--- config.mk ---
export PLATFORM = sky130hd
export DESIGN_NAME = fir_coeff_loader
export DESIGN_NICKNAME = d
export VERILOG_FILES = /design/src/rtl/fir_pkg.sv /design/src/rtl/fir_coeff_loader.sv
export SDC_FILE = /design/constraint.sdc
export NUM_CORES = 1
export LEC_CHECK = 0
export ABC_AREA = 0
export BUFFER_PORTS_ARGS = -buffer_cell sky130_fd_sc_hd__buf_2
export CAP_MARGIN = 10
export CORE_ASPECT_RATIO = 0.5
export CORE_UTILIZATION = 35
export DETAILED_ROUTE_END_ITERATION = 10
export MAX_ROUTING_LAYER = met4
export PLACE_DENSITY = 0.57
export SLEW_MARGIN = 20
export SYNTH_ARGS = -nofsm -noshare
export SYNTH_HDL_FRONTEND = slang
export SYNTH_SLANG_ARGS = --single-unit
--- constraint.sdc ---
create_clock -name clk -period 9.19 [get_ports clk]
set_input_delay 0.919 -clock clk [delete_from_list [all_inputs] [get_ports clk]]
set_output_delay 0.919 -clock clk [all_outputs]
set_load 0.03 [all_outputs]
--- src/rtl/fir_pkg.sv ---
// Shared FIR constants and loader state encoding.
// Used by fir_15 and fir_coeff_loader.
package fir_pkg;

   localparam int NUM_COEFFS  = 15;
   localparam int COEFF_WIDTH = 8;

   typedef enum logic [1:0] {
      ST_IDLE   = 2'd0,
      ST_LOAD   = 2'd1,
      ST_COMMIT = 2'd2
   } fir_state_e;

endpackage

--- src/rtl/fir_coeff_loader.sv ---
// Serial coefficient loader: fills a shadow set, then commits it
// atomically onto the packed coeffs bus feeding the FIR.
// Ports:
//   clk, rst            clock, async active-high reset
//   load_start          begin (or restart) a coefficient load
//   coeff_in/_valid     serial coefficient stream, handshake in
//   coeff_in_ready      high while loading (state decode only)
//   coeffs              packed taps, index 0 at LSBs
//   coeffs_valid        at least one full set committed
//   commit_pulse        one cycle, coeffs just took a new set
//   busy                load in progress
//   load_error          one cycle, a load was restarted
module fir_coeff_loader #(
   parameter int NUM_COEFFS  = fir_pkg::NUM_COEFFS,
   parameter int COEFF_WIDTH = fir_pkg::COEFF_WIDTH
) (
   input  logic                              clk,
   input  logic                              rst,
   input  logic                              load_start,
   input  logic [COEFF_WIDTH-1:0]            coeff_in,
   input  logic                              coeff_in_valid,
   output logic                              coeff_in_ready,
   output logic [NUM_COEFFS*COEFF_WIDTH-1:0] coeffs,
   output logic                              coeffs_valid,
   output logic                              commit_pulse,
   output logic                              busy,
   output logic                              load_error
);

   import fir_pkg::*;

   localparam int IDX_W = (NUM_COEFFS > 1) ? $clog2(NUM_COEFFS) : 1;
   localparam logic [IDX_W-1:0] LAST_IDX = IDX_W'(NUM_COEFFS - 1);

   fir_state_e state_q, state_d;

   logic [IDX_W-1:0] idx_q, idx_d;

   logic [COEFF_WIDTH-1:0] shadow_q [NUM_COEFFS];
   logic [COEFF_WIDTH-1:0] shadow_d [NUM_COEFFS];

   logic [NUM_COEFFS*COEFF_WIDTH-1:0] coeffs_q, coeffs_d;

   logic coeffs_valid_q, coeffs_valid_d;
   logic load_error_q, load_error_d;

   always_comb begin
      state_d        = state_q;
      idx_d          = idx_q;
      shadow_d       = shadow_q;
      coeffs_d       = coeffs_q;
      coeffs_valid_d = coeffs_valid_q;
      load_error_d   = 1'b0;

      unique case (state_q)
         ST_IDLE: begin
            if (load_start) begin
               state_d = ST_LOAD;
               idx_d   = '0;
            end
         end
         ST_LOAD: begin
            // Restart wins over a same-cycle transfer.
            if (load_start) begin
               idx_d        = '0;
               load_error_d = 1'b1;
            end else if (coeff_in_valid) begin
               shadow_d[idx_q] = coeff_in;
               if (idx_q == LAST_IDX) begin
                  // Commit on this edge so the bus updates
                  // right after the final transfer.
                  state_d        = ST_COMMIT;
                  idx_d          = '0;
                  coeffs_valid_d = 1'b1;
                  for (int i = 0; i < NUM_COEFFS; i++) begin
                     coeffs_d[i*COEFF_WIDTH +: COEFF_WIDTH] =
                        shadow_d[i];
                  end
               end else begin
                  idx_d = idx_q + 1'b1;
               end
            end
         end
         ST_COMMIT: begin
            state_d = ST_IDLE;
         end
         default: begin
            state_d = ST_IDLE;
         end
      endcase
   end

   always_ff @(posedge clk or posedge rst) begin
      if (rst) begin
         state_q        <= ST_IDLE;
         idx_q          <= '0;
         coeffs_q       <= '0;
         coeffs_valid_q <= 1'b0;
         load_error_q   <= 1'b0;
         for (int i = 0; i < NUM_COEFFS; i++) begin
            shadow_q[i] <= '0;
         end
      end else begin
         state_q        <= state_d;
         idx_q          <= idx_d;
         coeffs_q       <= coeffs_d;
         coeffs_valid_q <= coeffs_valid_d;
         load_error_q   <= load_error_d;
         shadow_q       <= shadow_d;
      end
   end

   assign coeff_in_ready = (state_q == ST_LOAD);
   assign busy           = (state_q == ST_LOAD);
   assign commit_pulse   = (state_q == ST_COMMIT);
   assign coeffs         = coeffs_q;
   assign coeffs_valid   = coeffs_valid_q;
   assign load_error     = load_error_q;

endmodule

==> out/results.ini <==
[status]
status = finished clean

[timing]
setup_viol = 0
setup_tns_ps = 0
period_share_pct = 32.4
clock_skew_ps = 8.29
tightest_slew_ps = 1060
drv_slew = 0
max_freq_ghz = 0.335
max_slew_margin_pct = 29.1
fin_crit_ps = 2980
finalHoldViolCount = 0
rsz0062_at_grt = no

[critical_path]
end_kind = flip-flop
rr_endpoint = coeffs[29]$_DFFE_PP0P_
r2r-start = idx_q[1]$_DFFE_PP0P_
reg2reg_depth = 4
cp_data_arrival_time_ps = 3380
cp-start-kind = flip-flop
rrSetupSlack_ps = 6210
setup.worst_path.class = reg -> reg
required_ps = 9590
cp_max_fo = 77

[global_routing]
grt_max_degree = 102
grt_pass1_vias = 6338
grt_pass1_wl_um = 36400
grt_use_total_pct = 15.2
gr-total-overflow = 0
antenna_found_initial = 0

[synthesis]
ys_types = 30
yosys_warnings = 0
syn_inst = 695
avgSynthCellArea_um2 = 15.3
syn_area_um2 = 10700
yosysSeqAreaShare_pct = 56.3
synthesis.nets = 707
synth-seq-cells = 240

[power_and_ir_drop]
p_total_mw = 2.40
ir_worst_vdd_mv = 0.109
p_leak_nw = 6.55
power_density_nw_per_um2 = 193

[drt]
vias = 5978
routed_via_density = 4.91
ant_nets = 0
firstDrtPassIters = 4
wl_per_cell_um = 18.7
drtIter0Drc = 325
drc = 0
wirelength_um = 22700

[flow_run]
cap_violations = 0

[placement]
io_buffers = 136
dp_hpwl_um = 14100
gp_congestion = 0.722
placed_cells = 1177

[clocking]
clockRootBuffer = clkbuf_16
clk_latency_ps = 510
cts.sinks = 240
hold_buffers = 0
cts_setup_buffers = 0
numCtsBuffers = 24
tritoncts = done
clockBufferDepth = 3
htree_num_levels = 1
clk_pin_slew_ps = 60
ctsResizeCount = 0

[finish]
final_cell_mix = mux2_2, dfrtp_1, buf_2
synthToLayoutAreaGrowth_pct = 16.9
antenna_cells = 0
drive_gt1_share_pct = 64.8
final_cells = 1218
nets = 824
final_common_cell = mux2_2
final_core_utilization_pct = 42.3
fill_cells = 2658

[min_path]
hp-start = coeffs[3]$_DFFE_PP0P_
min_to = coeffs[3]$_DFFE_PP0P_
worst_hold_path_type = reg -> reg
whs_path_depth = 1

[die]
die_h_um = 125
coreArea_um2 = 29500
io_pins = 137
die-area_um2 = 31200
rows = 44
die_w_um = 249
initial_core_util_pct = 36.2

==> routing by layer <==
layer,vias up,track usage (%),part of all wire [%],routed length (um)
met1,3158,20.0,46,10500
met4,0,3.22,1.7,384
met5,-,-,0,0
met3,35,3.02,4.0,901
met2,61,24.3,48,11000
li1,2724,-,-,-
==> kinds of logic after synthesis <==
family	count (synthesis)	share of synthesized area, %
multiplexers	344	36.3
flip-flops	240	56.3
buffers and inverters	59	2.97
AND/OR/NAND/NOR	42	3.84
AO/OA/AOI/OAI	10	0.575
==> Yosys cell counts <==
| master | count | share of area (%) |
|---|---|---|
| dfrtp_1 | 240 | 56 |
| inv_1 | 5 | 0.18 |
| nand2_2 | 7 | 0.41 |
| nand4b_2 | 3 | 0.42 |
| nor2_1 | 2 | 0.070 |
| nor2_2 | 3 | 0.18 |
| nor4bb_1 | 6 | 0.56 |
| a21o_1 | 1 | 0.070 |
| nor4b_4 | 4 | 0.89 |
| nor2b_1 | 2 | 0.12 |
| mux2_2 | 323 | 34 |
| nand3_1 | 3 | 0.14 |
| and2_1 | 1 | 0.059 |
| a31oi_1 | 2 | 0.12 |
| buf_6 | 4 | 0.42 |
| nand4bb_1 | 1 | 0.11 |
| or2_2 | 1 | 0.059 |
| mux2_1 | 21 | 2.2 |
| nand2_4 | 3 | 0.32 |
| a21oi_1 | 2 | 0.094 |
| buf_2 | 13 | 0.61 |
| nand4b_1 | 1 | 0.082 |
| nand2_1 | 3 | 0.11 |
| a211o_1 | 1 | 0.082 |
| buf_4 | 13 | 0.91 |
| nor4_4 | 1 | 0.20 |
| and4bb_2 | 1 | 0.12 |
| clkbuf_1 | 24 | 0.84 |
| o211ai_1 | 1 | 0.070 |
| o21ai_0 | 3 | 0.14 |
==> worst max-delay path, cell delays in order, from the launching register on <==
cell and delay (ps):
dfrtp_1 950, nand4b_1 440, nor2_4 180, buf_4 820, mux2_2 420
==> per-stage QoR <==
step,hold WS [ps],setup slack [ps],area (um2)
floorplan,475,1680,10700
global placement,446,6190,11600
detailed placement,472,6110,11600
CTS,485,6230,12500
global route,497,6010,12500
finish,479,6210,12500
==> report_power, final <==
part	internal [mW]	leakage, nW	switching, mW	total (mW)
Combinational	0.131	2.86	0.102	0.233
Clock	0.596	0.404	0.401	0.998
Sequential	1.13	3.29	0.0471	1.17
Total	1.85	6.55	0.551	2.40
==> worst max path at each step <==
stage	start	end	slack [ps]	cells past startpoint
global placement	load_start	coeffs[34]$_DFFE_PP0P_	6190	5
floorplan	rst	coeffs[0]$_DFFE_PP0P_	1680	1
detailed placement	load_start	coeffs[80]$_DFFE_PP0P_	6110	5
CTS	idx_q[1]$_DFFE_PP0P_	coeffs[76]$_DFFE_PP0P_	6230	4
finish	idx_q[1]$_DFFE_PP0P_	coeffs[29]$_DFFE_PP0P_	6210	4
global route	idx_q[1]$_DFFE_PP0P_	coeffs[72]$_DFFE_PP0P_	6010	4
==> flip-flops by register name, indices dropped and copies added, names as in the netlist <==
signal and cells:
coeffs 120, coeffs_valid 1, idx_q 4, load_error 1, shadow_q 112, state_q 2
==> layout make-up <==
cell class / instances / area, um2 / area share [%]
Sequential cell: 240 / 6010 / 48.2
Multi-Input combinational cell: 396 / 4390 / 35.2
Timing Repair Buffer: 145 / 748 / 6.00
Clock buffer: 32 / 712 / 5.71
Clock inverter: 9 / 97.6 / 0.783
Inverter: 5 / 26.3 / 0.211
Tap cell: 391 / 489 / 3.92
(Power assumes the default switching activity.)
